$ cat config.mk
export PLATFORM = sky130hd
export DESIGN_NAME = cigar_encoder
export DESIGN_NICKNAME = d
export VERILOG_FILES = /design/src/rtl/cigar_encoder.sv
export SDC_FILE = /design/constraint.sdc
export NUM_CORES = 1
export LEC_CHECK = 0
export BUFFER_PORTS_ARGS = -buffer_cell sky130_fd_sc_hd__buf_2
export CORE_MARGIN = 2
export CORE_UTILIZATION = 56
export DETAILED_ROUTE_END_ITERATION = 6
export GPL_ROUTABILITY_DRIVEN = 0
export PLACE_DENSITY = 0.77
export SYNTH_ARGS = -nofsm -noshare
export SYNTH_HDL_FRONTEND = slang
export SYNTH_SLANG_ARGS = --single-unit
$ cat constraint.sdc
create_clock -name clk -period 9.2 [get_ports clk]
set_input_delay 1.38 -clock clk [delete_from_list [all_inputs] [get_ports clk]]
set_output_delay 1.38 -clock clk [all_outputs]
set_load 0.02 [all_outputs]
$ cat src/rtl/cigar_encoder.sv
// -----------------------------------------------------------------------------
// cigar_encoder
//
// Run-length encodes the per-cycle alignment op stream from the traceback stage
// into CIGAR entries (op, length, last). Entries wait in a small
// first-word-fall-through FIFO until the host drains them. The traceback stage
// cannot be stalled, so a full FIFO drops the entry and raises a sticky flag.
//
// Optional feature macro: CIGAR_MERGE_MISMATCH_EN
//   defined   : match (00) and mismatch (01) fold into one 'M' op (00).
//   undefined : match and mismatch stay distinct ops.
//
// Ports:
//   clk            clock
//   reset_i        asynchronous, active-low reset
//   start_i        pulse: new alignment; aborts the current one, clears the
//                  run, the FIFO, overflow_o and entry_count_o
//   op_i           alignment op (00 match, 01 mismatch, 10 ins, 11 del)
//   op_valid_i     op_i valid this cycle (used only in RUN)
//   done_i         pulse: traceback finished
//   cigar_op_o     head entry op
//   cigar_len_o    head entry length
//   cigar_last_o   head entry is the final entry of the alignment
//   cigar_valid_o  FIFO not empty
//   cigar_ready_i  host accepts the head entry
//   busy_o         encoder is not idle
//   overflow_o     sticky: an entry was dropped on a full FIFO
//   entry_count_o  entries accepted into the FIFO for this alignment (saturating)
//
// Handshake: the head entry transfers on every rising clk edge where
// cigar_valid_o and cigar_ready_i are both 1. cigar_valid_o never depends on
// cigar_ready_i, and the head fields are stable while cigar_valid_o is held.
// -----------------------------------------------------------------------------
module cigar_encoder #(
    parameter int OP_WIDTH   = 2,
    parameter int LEN_WIDTH  = 12,
    parameter int FIFO_DEPTH = 8,
    parameter int FIFO_AW    = 3
) (
    input  logic                 clk,
    input  logic                 reset_i,
    input  logic                 start_i,
    input  logic [OP_WIDTH-1:0]  op_i,
    input  logic                 op_valid_i,
    input  logic                 done_i,
    output logic [OP_WIDTH-1:0]  cigar_op_o,
    output logic [LEN_WIDTH-1:0] cigar_len_o,
    output logic                 cigar_last_o,
    output logic                 cigar_valid_o,
    input  logic                 cigar_ready_i,
    output logic                 busy_o,
    output logic                 overflow_o,
    output logic [LEN_WIDTH-1:0] entry_count_o
);

    localparam int EW = OP_WIDTH + LEN_WIDTH + 1;
    localparam logic [LEN_WIDTH-1:0] LEN_MAX  = '1;
    localparam logic [LEN_WIDTH-1:0] LEN_ONE  = LEN_WIDTH'(1);
    localparam logic [FIFO_AW:0]     CNT_FULL = (FIFO_AW+1)'(FIFO_DEPTH);
    localparam logic [FIFO_AW:0]     CNT_ONE  = (FIFO_AW+1)'(1);
    localparam logic [FIFO_AW-1:0]   PTR_ONE  = FIFO_AW'(1);

    typedef enum logic [1:0] {
        ST_IDLE  = 2'd0,
        ST_RUN   = 2'd1,
        ST_FLUSH = 2'd2
    } state_t;

    state_t                 state_q, state_d;
    logic [OP_WIDTH-1:0]    run_op_q, run_op_d;
    logic [LEN_WIDTH-1:0]   run_len_q, run_len_d;
    logic                   final_pend_q, final_pend_d;
    logic [EW-1:0]          mem_q [FIFO_DEPTH];
    logic [EW-1:0]          mem_d [FIFO_DEPTH];
    logic [FIFO_AW-1:0]     wr_ptr_q, wr_ptr_d;
    logic [FIFO_AW-1:0]     rd_ptr_q, rd_ptr_d;
    logic [FIFO_AW:0]       count_q, count_d;
    logic                   overflow_q, overflow_d;
    logic [LEN_WIDTH-1:0]   entry_count_q, entry_count_d;

    logic [OP_WIDTH-1:0]    op_eff;
    logic [OP_WIDTH-1:0]    nxt_op;
    logic [LEN_WIDTH-1:0]   nxt_len;
    logic                   op_pushed;
    logic                   push_req;
    logic [EW-1:0]          push_entry;
    logic                   do_push;
    logic                   pop;
    logic                   fifo_clear;

`ifdef CIGAR_MERGE_MISMATCH_EN
    assign op_eff = (op_i == OP_WIDTH'(1)) ? '0 : op_i;
`else
    assign op_eff = op_i;
`endif

    // Effect of one op on the open run; op_pushed marks that the old run closed.
    always_comb begin
        nxt_op    = run_op_q;
        nxt_len   = run_len_q;
        op_pushed = 1'b0;
        if (op_valid_i) begin
            if (run_len_q == '0) begin
                nxt_op  = op_eff;
                nxt_len = LEN_ONE;
            end else if ((op_eff == run_op_q) && (run_len_q != LEN_MAX)) begin
                nxt_len = run_len_q + LEN_ONE;
            end else begin
                op_pushed = 1'b1;
                nxt_op    = op_eff;
                nxt_len   = LEN_ONE;
            end
        end
    end

    always_comb begin
        state_d       = state_q;
        run_op_d      = run_op_q;
        run_len_d     = run_len_q;
        final_pend_d  = final_pend_q;
        overflow_d    = overflow_q;
        entry_count_d = entry_count_q;
        push_req      = 1'b0;
        push_entry    = '0;
        fifo_clear    = 1'b0;

        if (start_i) begin
            state_d       = ST_RUN;
            run_op_d      = '0;
            run_len_d     = '0;
            final_pend_d  = 1'b0;
            overflow_d    = 1'b0;
            entry_count_d = '0;
            fifo_clear    = 1'b1;
        end else begin
            case (state_q)
                ST_RUN: begin
                    if (op_pushed) begin
                        push_req   = 1'b1;
                        push_entry = {run_op_q, run_len_q, 1'b0};
                    end
                    run_op_d  = nxt_op;
                    run_len_d = nxt_len;
                    if (done_i) begin
                        state_d = ST_FLUSH;
                        if (op_pushed) begin
                            // Only one push per cycle: the final entry waits a cycle.
                            final_pend_d = 1'b1;
                        end else begin
                            push_req   = 1'b1;
                            // An empty alignment still emits a (00, 0, last) marker.
                            push_entry = (nxt_len == '0) ? {{OP_WIDTH{1'b0}}, {LEN_WIDTH{1'b0}}, 1'b1}
                                                         : {nxt_op, nxt_len, 1'b1};
                            run_op_d   = '0;
                            run_len_d  = '0;
                        end
                    end
                end
                ST_FLUSH: begin
                    if (final_pend_q) begin
                        push_req   = 1'b1;
                        push_entry = {run_op_q, run_len_q, 1'b1};
                    end
                    run_op_d     = '0;
                    run_len_d    = '0;
                    final_pend_d = 1'b0;
                    state_d      = ST_IDLE;
                end
                default: ;
            endcase
        end

        // FIFO bookkeeping. A push on a full FIFO is accepted only when the
        // head leaves in the same cycle, freeing the slot it is written into.
        mem_d    = mem_q;
        wr_ptr_d = wr_ptr_q;
        rd_ptr_d = rd_ptr_q;
        count_d  = count_q;
        do_push  = 1'b0;
        pop      = (count_q != '0) && cigar_ready_i;
        if (fifo_clear) begin
            wr_ptr_d = '0;
            rd_ptr_d = '0;
            count_d  = '0;
        end else begin
            do_push = push_req && ((count_q != CNT_FULL) || pop);
            if (push_req && !do_push) begin
                overflow_d = 1'b1;
            end
            if (do_push) begin
                mem_d[wr_ptr_q] = push_entry;
                wr_ptr_d        = wr_ptr_q + PTR_ONE;
                if (entry_count_q != LEN_MAX) begin
                    entry_count_d = entry_count_q + LEN_ONE;
                end
            end
            if (pop) begin
                rd_ptr_d = rd_ptr_q + PTR_ONE;
            end
            if (do_push && !pop) begin
                count_d = count_q + CNT_ONE;
            end else if (!do_push && pop) begin
                count_d = count_q - CNT_ONE;
            end
        end
    end

    always_ff @(posedge clk or negedge reset_i) begin
        if (!reset_i) begin
            state_q       <= ST_IDLE;
            run_op_q      <= '0;
            run_len_q     <= '0;
            final_pend_q  <= 1'b0;
            for (int i = 0; i < FIFO_DEPTH; i++) begin
                mem_q[i] <= '0;
            end
            wr_ptr_q      <= '0;
            rd_ptr_q      <= '0;
            count_q       <= '0;
            overflow_q    <= 1'b0;
            entry_count_q <= '0;
        end else begin
            state_q       <= state_d;
            run_op_q      <= run_op_d;
            run_len_q     <= run_len_d;
            final_pend_q  <= final_pend_d;
            mem_q         <= mem_d;
            wr_ptr_q      <= wr_ptr_d;
            rd_ptr_q      <= rd_ptr_d;
            count_q       <= count_d;
            overflow_q    <= overflow_d;
            entry_count_q <= entry_count_d;
        end
    end

    assign {cigar_op_o, cigar_len_o, cigar_last_o} = mem_q[rd_ptr_q];
    assign cigar_valid_o = (count_q != '0);
    assign busy_o        = (state_q != ST_IDLE);
    assign overflow_o    = overflow_q;
    assign entry_count_o = entry_count_q;

endmodule

Word level (Yosys, flattened, before mapping) --
Cells that the tools add are included.
Storage, ports and cells: register bits 160, bits of input ports 8, output and inout port bits 30, logic and storage cells 116
Operators by class: add/sub/neg operators 6, magnitude comparators 3, eq/ne operators 8, mux-type cells 58, bitwise operators 3, reductions and logical operators 21
Operators with widths (number):
- $mux W15 | 9
- $bwmux W120 | 1
- $mux W12 | 10
- $bmux W15 S3 | 1
- $demux W15 S3 | 1
- $pmux W15 S2 | 1
- $add A12 B1 Y12 const B | 2
- $logic_not A12 Y1 | 2
- $ne A12 B12 Y1 const B | 2
- $pmux W12 S2 | 1
- $mux W2 | 8
- $mux W1 | 15
- $mux W3 | 4
- $mux W4 | 3
- $ge A4 B4 Y1 const B | 2
- $not A3 Y4 | 2
- $pmux W2 S2 | 2
- $logic_and A1 B1 Y1 | 7
- $add A3 B1 Y3 const B | 2
- $ne A3 B3 Y1 const B | 2
- $reduce_bool A2 Y1 | 3
- $reduce_bool A3 Y1 | 2
- $add A4 B1 Y4 const B | 1
- $lt A4 B1 Y1 const B | 1
- 12 further kinds | 15

Logic depth before layout (Yosys ltp) --
depth in word-level cells 16, depth in mapped cells 12, depth with buffers taken out 12

Least setup slack after synthesis --
OpenSTA, ideal clock, no wires.
path type input port to flip-flop, start input port op_i[1], end register count_q[3], library setup time 0.125 ns, data arrival time 3.577 ns, data required time 9.075 ns, path slack 5.498 ns, cell stages on the path 10, buffers on the path 0, path through xor2_1 -> or2_1 -> o21ai_1 -> a21oi_2 -> o21ai_1 -> ha_1 -> a21o_1 -> a21oi_1 -> mux2i_1 -> mux2_2
On the way: cells in the longest elaborated chain, start to end 14, elaborated cells between the ends (all ways) 17, those cells by class 1 x eq/ne; 10 x mux; 6 x reduce/logical
RTL lines:
- start, declared | RTL line 43 | input logic [OP_WIDTH-1:0] op_i,
- $eq A2 B2 Y1 * | RTL line 106 | end else if ((op_eff == run_op_q) && (run_len_q != LEN_MAX)) begin
- $logic_and A1 B1 Y1 * | RTL line 106
- $mux W1 * | RTL line 106
- $mux W1 * | RTL line 103 | if (run_len_q == '0) begin
- $mux W1 * | RTL line 102 | if (op_valid_i) begin
- $mux W1 | RTL line 138 | if (op_pushed) begin
- $mux W1 | RTL line 146 | if (op_pushed) begin
- $mux W1 * | RTL line 144 | if (done_i) begin
- $pmux W1 S2 * | RTL line 136 | case (state_q)
- $mux W1 * | RTL line 127 | if (start_i) begin
- $logic_and A1 B1 Y1 * | RTL line 186 | do_push = push_req && ((count_q != CNT_FULL) || pop);
- $logic_and A1 B1 Y1 / $logic_not A1 Y1 (equally long branches) | RTL line 200, 202
- $mux W4 / $logic_and A1 B1 Y1 (equally long branches) | RTL line 200, 202
- $mux W4 / $reduce_bool A3 Y1 (equally long branches)
- end signal, assigned | RTL line 230 | count_q <= count_d;
- end, declared | RTL line 77 | logic [FIFO_AW:0] count_q, count_d;
Mark *: on every way between the ends. The rest lies on a longest branch, timed or not. A chain may end at the register's enable or synchronous reset.

Worst setup path after layout --
start input port op_valid_i, end register count_q[3]
On the way: cells in the longest elaborated chain, start to end 10, elaborated cells between the ends (all ways) 13, those cells by class 8 x mux; 5 x reduce/logical
RTL lines:
- start, declared | RTL line 44 | input logic op_valid_i,
- $mux W1 * | RTL line 102
- $mux W1 | RTL line 138
- $mux W1 | RTL line 146
- $mux W1 * | RTL line 144
- $pmux W1 S2 * | RTL line 136
- $mux W1 * | RTL line 127
- $logic_and A1 B1 Y1 * | RTL line 186
- $logic_and A1 B1 Y1 / $logic_not A1 Y1 (equally long branches) | RTL line 200, 202
- $mux W4 / $logic_and A1 B1 Y1 (equally long branches) | RTL line 200, 202
- $mux W4 / $reduce_bool A3 Y1 (equally long branches)
Marked as above.

==> summary.txt <==
Critical path
  • CP dominant cell by count: o21ai_1
  • Nature of the critical path startpoint: input port
  • CP Data Required Time: 9520 ps
  • CP Cell Sequence: buf_2 > inv_1 > a31oi_1 > o21ai_1 > a21oi_2 > o21ai_1 > ha_1 > a21o_1 > a21oi_1 > mux2i_1 > mux2_2
  • Critical Path AT: 4180 ps
  • Worst Path Max Fanout: 14
  • Setup crit end kind: flop
  • CP max stage delay: about 380 ps
  • CP max stage cell: a21oi_2
  • CP Class: input port to flop

STA
  • Tcrit/Tclk final: 42.0%
  • Slew Viols, Final: 0
  • Final setup viols: 0
  • Clk_skew: 12.4 ps
  • RSZ-0062 raised after global routing: no
  • Max Clock Freq: 0.259 GHz
  • Least-Margin Pin Slew: 1250 ps
  • Hold Violations, Final: 0
  • Max-Slew Margin vs Limit: 16.8%
  • Final worst slack: between 5000 and 6000 ps
  • Tmin final: slightly below 4000 ps
  • Fin Setup TNS: 0 ps

Clock tree
  • # H-tree levels: 4
  • Clock root cell: clkbuf_16
  • Post-cts resize count: 0
  • Total CTS buffers: 17
  • Cts hold-fix bufs: 0
  • Worst-path clk slew: 60 ps
  • Post-CTS Setup Bufs: 0
  • CTS tree: built
  • Clock Path Buffers: 2
  • Clk_lat worst skew: roughly 430 ps
  • TritonCTS sink count: 160

Routing
  • DRT Wirelength: about 19000 um
  • Pre-Repair DR Iteration Count: 7
  • DRT iter0 DRCs: between 400 and 500
  • Drt wl/cell: approximately 18 um
  • Drt via density: between 6 and 7
  • Remaining DRCs: 0
  • Final ANT Viol Nets: 0
  • Via count: between 6k and 7k

Logic synthesis
  • YS warnings: 0
  • Post-synth ARST share: 100%
  • Sequential-to-total area share from yosys stat: about half
  • Seq cells post-synth: 160
  • Synthesized Nets: 835
  • Main synth FF type: dfrtp_1
  • Number of synthesized flops with an enable pin: 0
  • Netlist Area Pre-Place: 0.00825 mm^2
  • Post-synth cell types: 69
  • Syn Area/Cell: roughly 10 um^2
  • Synthesized instance count: between 800 and 900

Die
  • Die area: between 0.015 and 0.02 mm^2
  • Core Area: ~0.014 mm^2
  • IO Count: 38
  • Die W: roughly 130 um
  • Rows: 44
  • Initial Util: 57.0%
  • Die H: 125 um

Place
  • Setup Slack @ Placement: 4980 ps
  • Placed cell area: 0.00851 mm^2
  • PortBufs: 37
  • HPWL after DPL: approximately 12000 um

Power and ir drop
  • Combinational Power Share: 20.6%
  • Internal cell power: between 1000 and 1500 uW
  • VDD IR max: approximately 0.00013 V
  • Sequential power share: 42.1%
  • Power per Cell Area: slightly above 200 mW/mm^2
  • Leak: around 0.0039 uW
  • Clock power frac: between 30% and 40%
  • Net load switching power: about 550 uW
  • Switch share: between 30% and 40%

GRT
  • Initial antenna violation count: 0
  • Number of global-route vias before repair: between 6k and 7k
  • First-pass GRT wire length: about 31000 um
  • Largest net degree at the start of global routing: 84
  • GRT overflow: 0
  • GRT Overall Usage: about a quarter

Hold path
  • Class of the worst hold path: flop to flop

Final layout
  • # fillers: roughly 1.1k
  • Most frequent cells in the layout: dfrtp_1, nand2_1, o21ai_0
  • Area growth syn-to-layout: 10.1%
  • ANT cells: 0
  • Layout cells sized above 1: between 10% and 20%
  • # nets final: between 800 and 900
  • Multi-input gate area: 0.00395 mm^2
  • Final Cell Area: slightly above 0.009 mm^2
  • Commonest non-fill, non-tap cell in the layout: dfrtp_1
  • Register area: between 0.004 and 0.005 mm^2

Job
  • Max Cap Viol: 0

Status
  • Outcome: complete, no violations
per-layer routing:
metal  wire length [um]  global-route usage [%]
met1               8150                    33.7
met2               9070                    39.7
met3                986                    4.88
met4                358                    8.95
met5                  0                       0
stage by stage:
| stage | total power (uW) | utilization [%] | std cells | hold slack (ps) |
|---|---|---|---|---|
| final | 1830 | 62.7 | 1027 | 476 |
| after CTS | 1850 | 62.7 | 1027 | 480 |
| after floorplan | 1060 | - | 816 | 444 |
| after global placement | 1140 | 58.8 | 995 | 455 |
| after detailed placement | 1160 | 58.8 | 995 | 466 |
| after global routing | 1920 | 62.7 | 1027 | 497 |
registers in the layout (all words and copies together), names as in the netlist:
signal and cells:
mem_q 120, entry_count_o 12, run_len_q 12, count_q 4, rd_ptr_q 3, wr_ptr_q 3
run_op_q 2, state_q 2, final_pend_q 1, overflow_o 1
synth_stat cells (14+ instances only):
master | n | area, um^2
a21oi_1 | 37 | 185
mux4_2 | 30 | 676
o21ai_0 | 123 | 616
nand2_1 | 136 | 510
mux2i_1 | 15 | 150
dfrtp_1 | 160 | 4000
nand2b_1 | 14 | 87.6
nor3_1 | 16 | 80.1
mux2_2 | 17 | 191
nor2_1 | 40 | 150
nand3_1 | 16 | 80.1
inv_1 | 23 | 86.3
clkbuf_1 | 30 | 113
final timing paths:
kind                               from          end  slack [ps]  depth (start not counted)
max                          op_valid_i   count_q[3]        5330                         11
min                           mem_q[37]    mem_q[37]         480                          2
max reg2reg                run_len_q[0]   count_q[3]        5680                         12
min reg2reg                   mem_q[37]    mem_q[37]         480                          2
max in group asynchronous       reset_i  rd_ptr_q[0]        6730                          2
min in group asynchronous       reset_i   mem_q[105]         990                          1
worst max-delay path: cells and delay by family:
kind	cells	cell delay, ps
buf+inv	2	390
mux	2	580
compound gates	6	1500
fa+ha+maj	1	330
cells by family (layout without fill, tap and decap cells):
family	Yosys count	after routing	synth area share (%)
xor gates and xnor gates	12	12	1.27
muxes	62	62	12.3
DFF	160	160	48.5
AOI/OAI and AO/OA	227	227	16.8
buffers and inverters	71	98	3.78
and+or+nand+nor	273	273	15.5
adders and majority gates	11	11	1.76
power groups by stage:
stage | registers (uW) | logic, uW | clock network (uW)
floorplan | 775 | 287 | 0
global placement | 779 | 364 | 0
detailed placement | 783 | 377 | 0
CTS | 772 | 378 | 695
global route | 776 | 417 | 726
finish | 772 | 378 | 685
layout make-up:
type                            count  area share, %
Clock buffer                       23           5.26
Multi-Input combinational cell    585           43.5
Timing Repair Buffer               43           2.60
Sequential cell                   160           44.1
Tap cell                          184           2.53
Clock inverter                      9           1.09
Inverter                           23          0.950
Power figures use the tool's default switching activity.
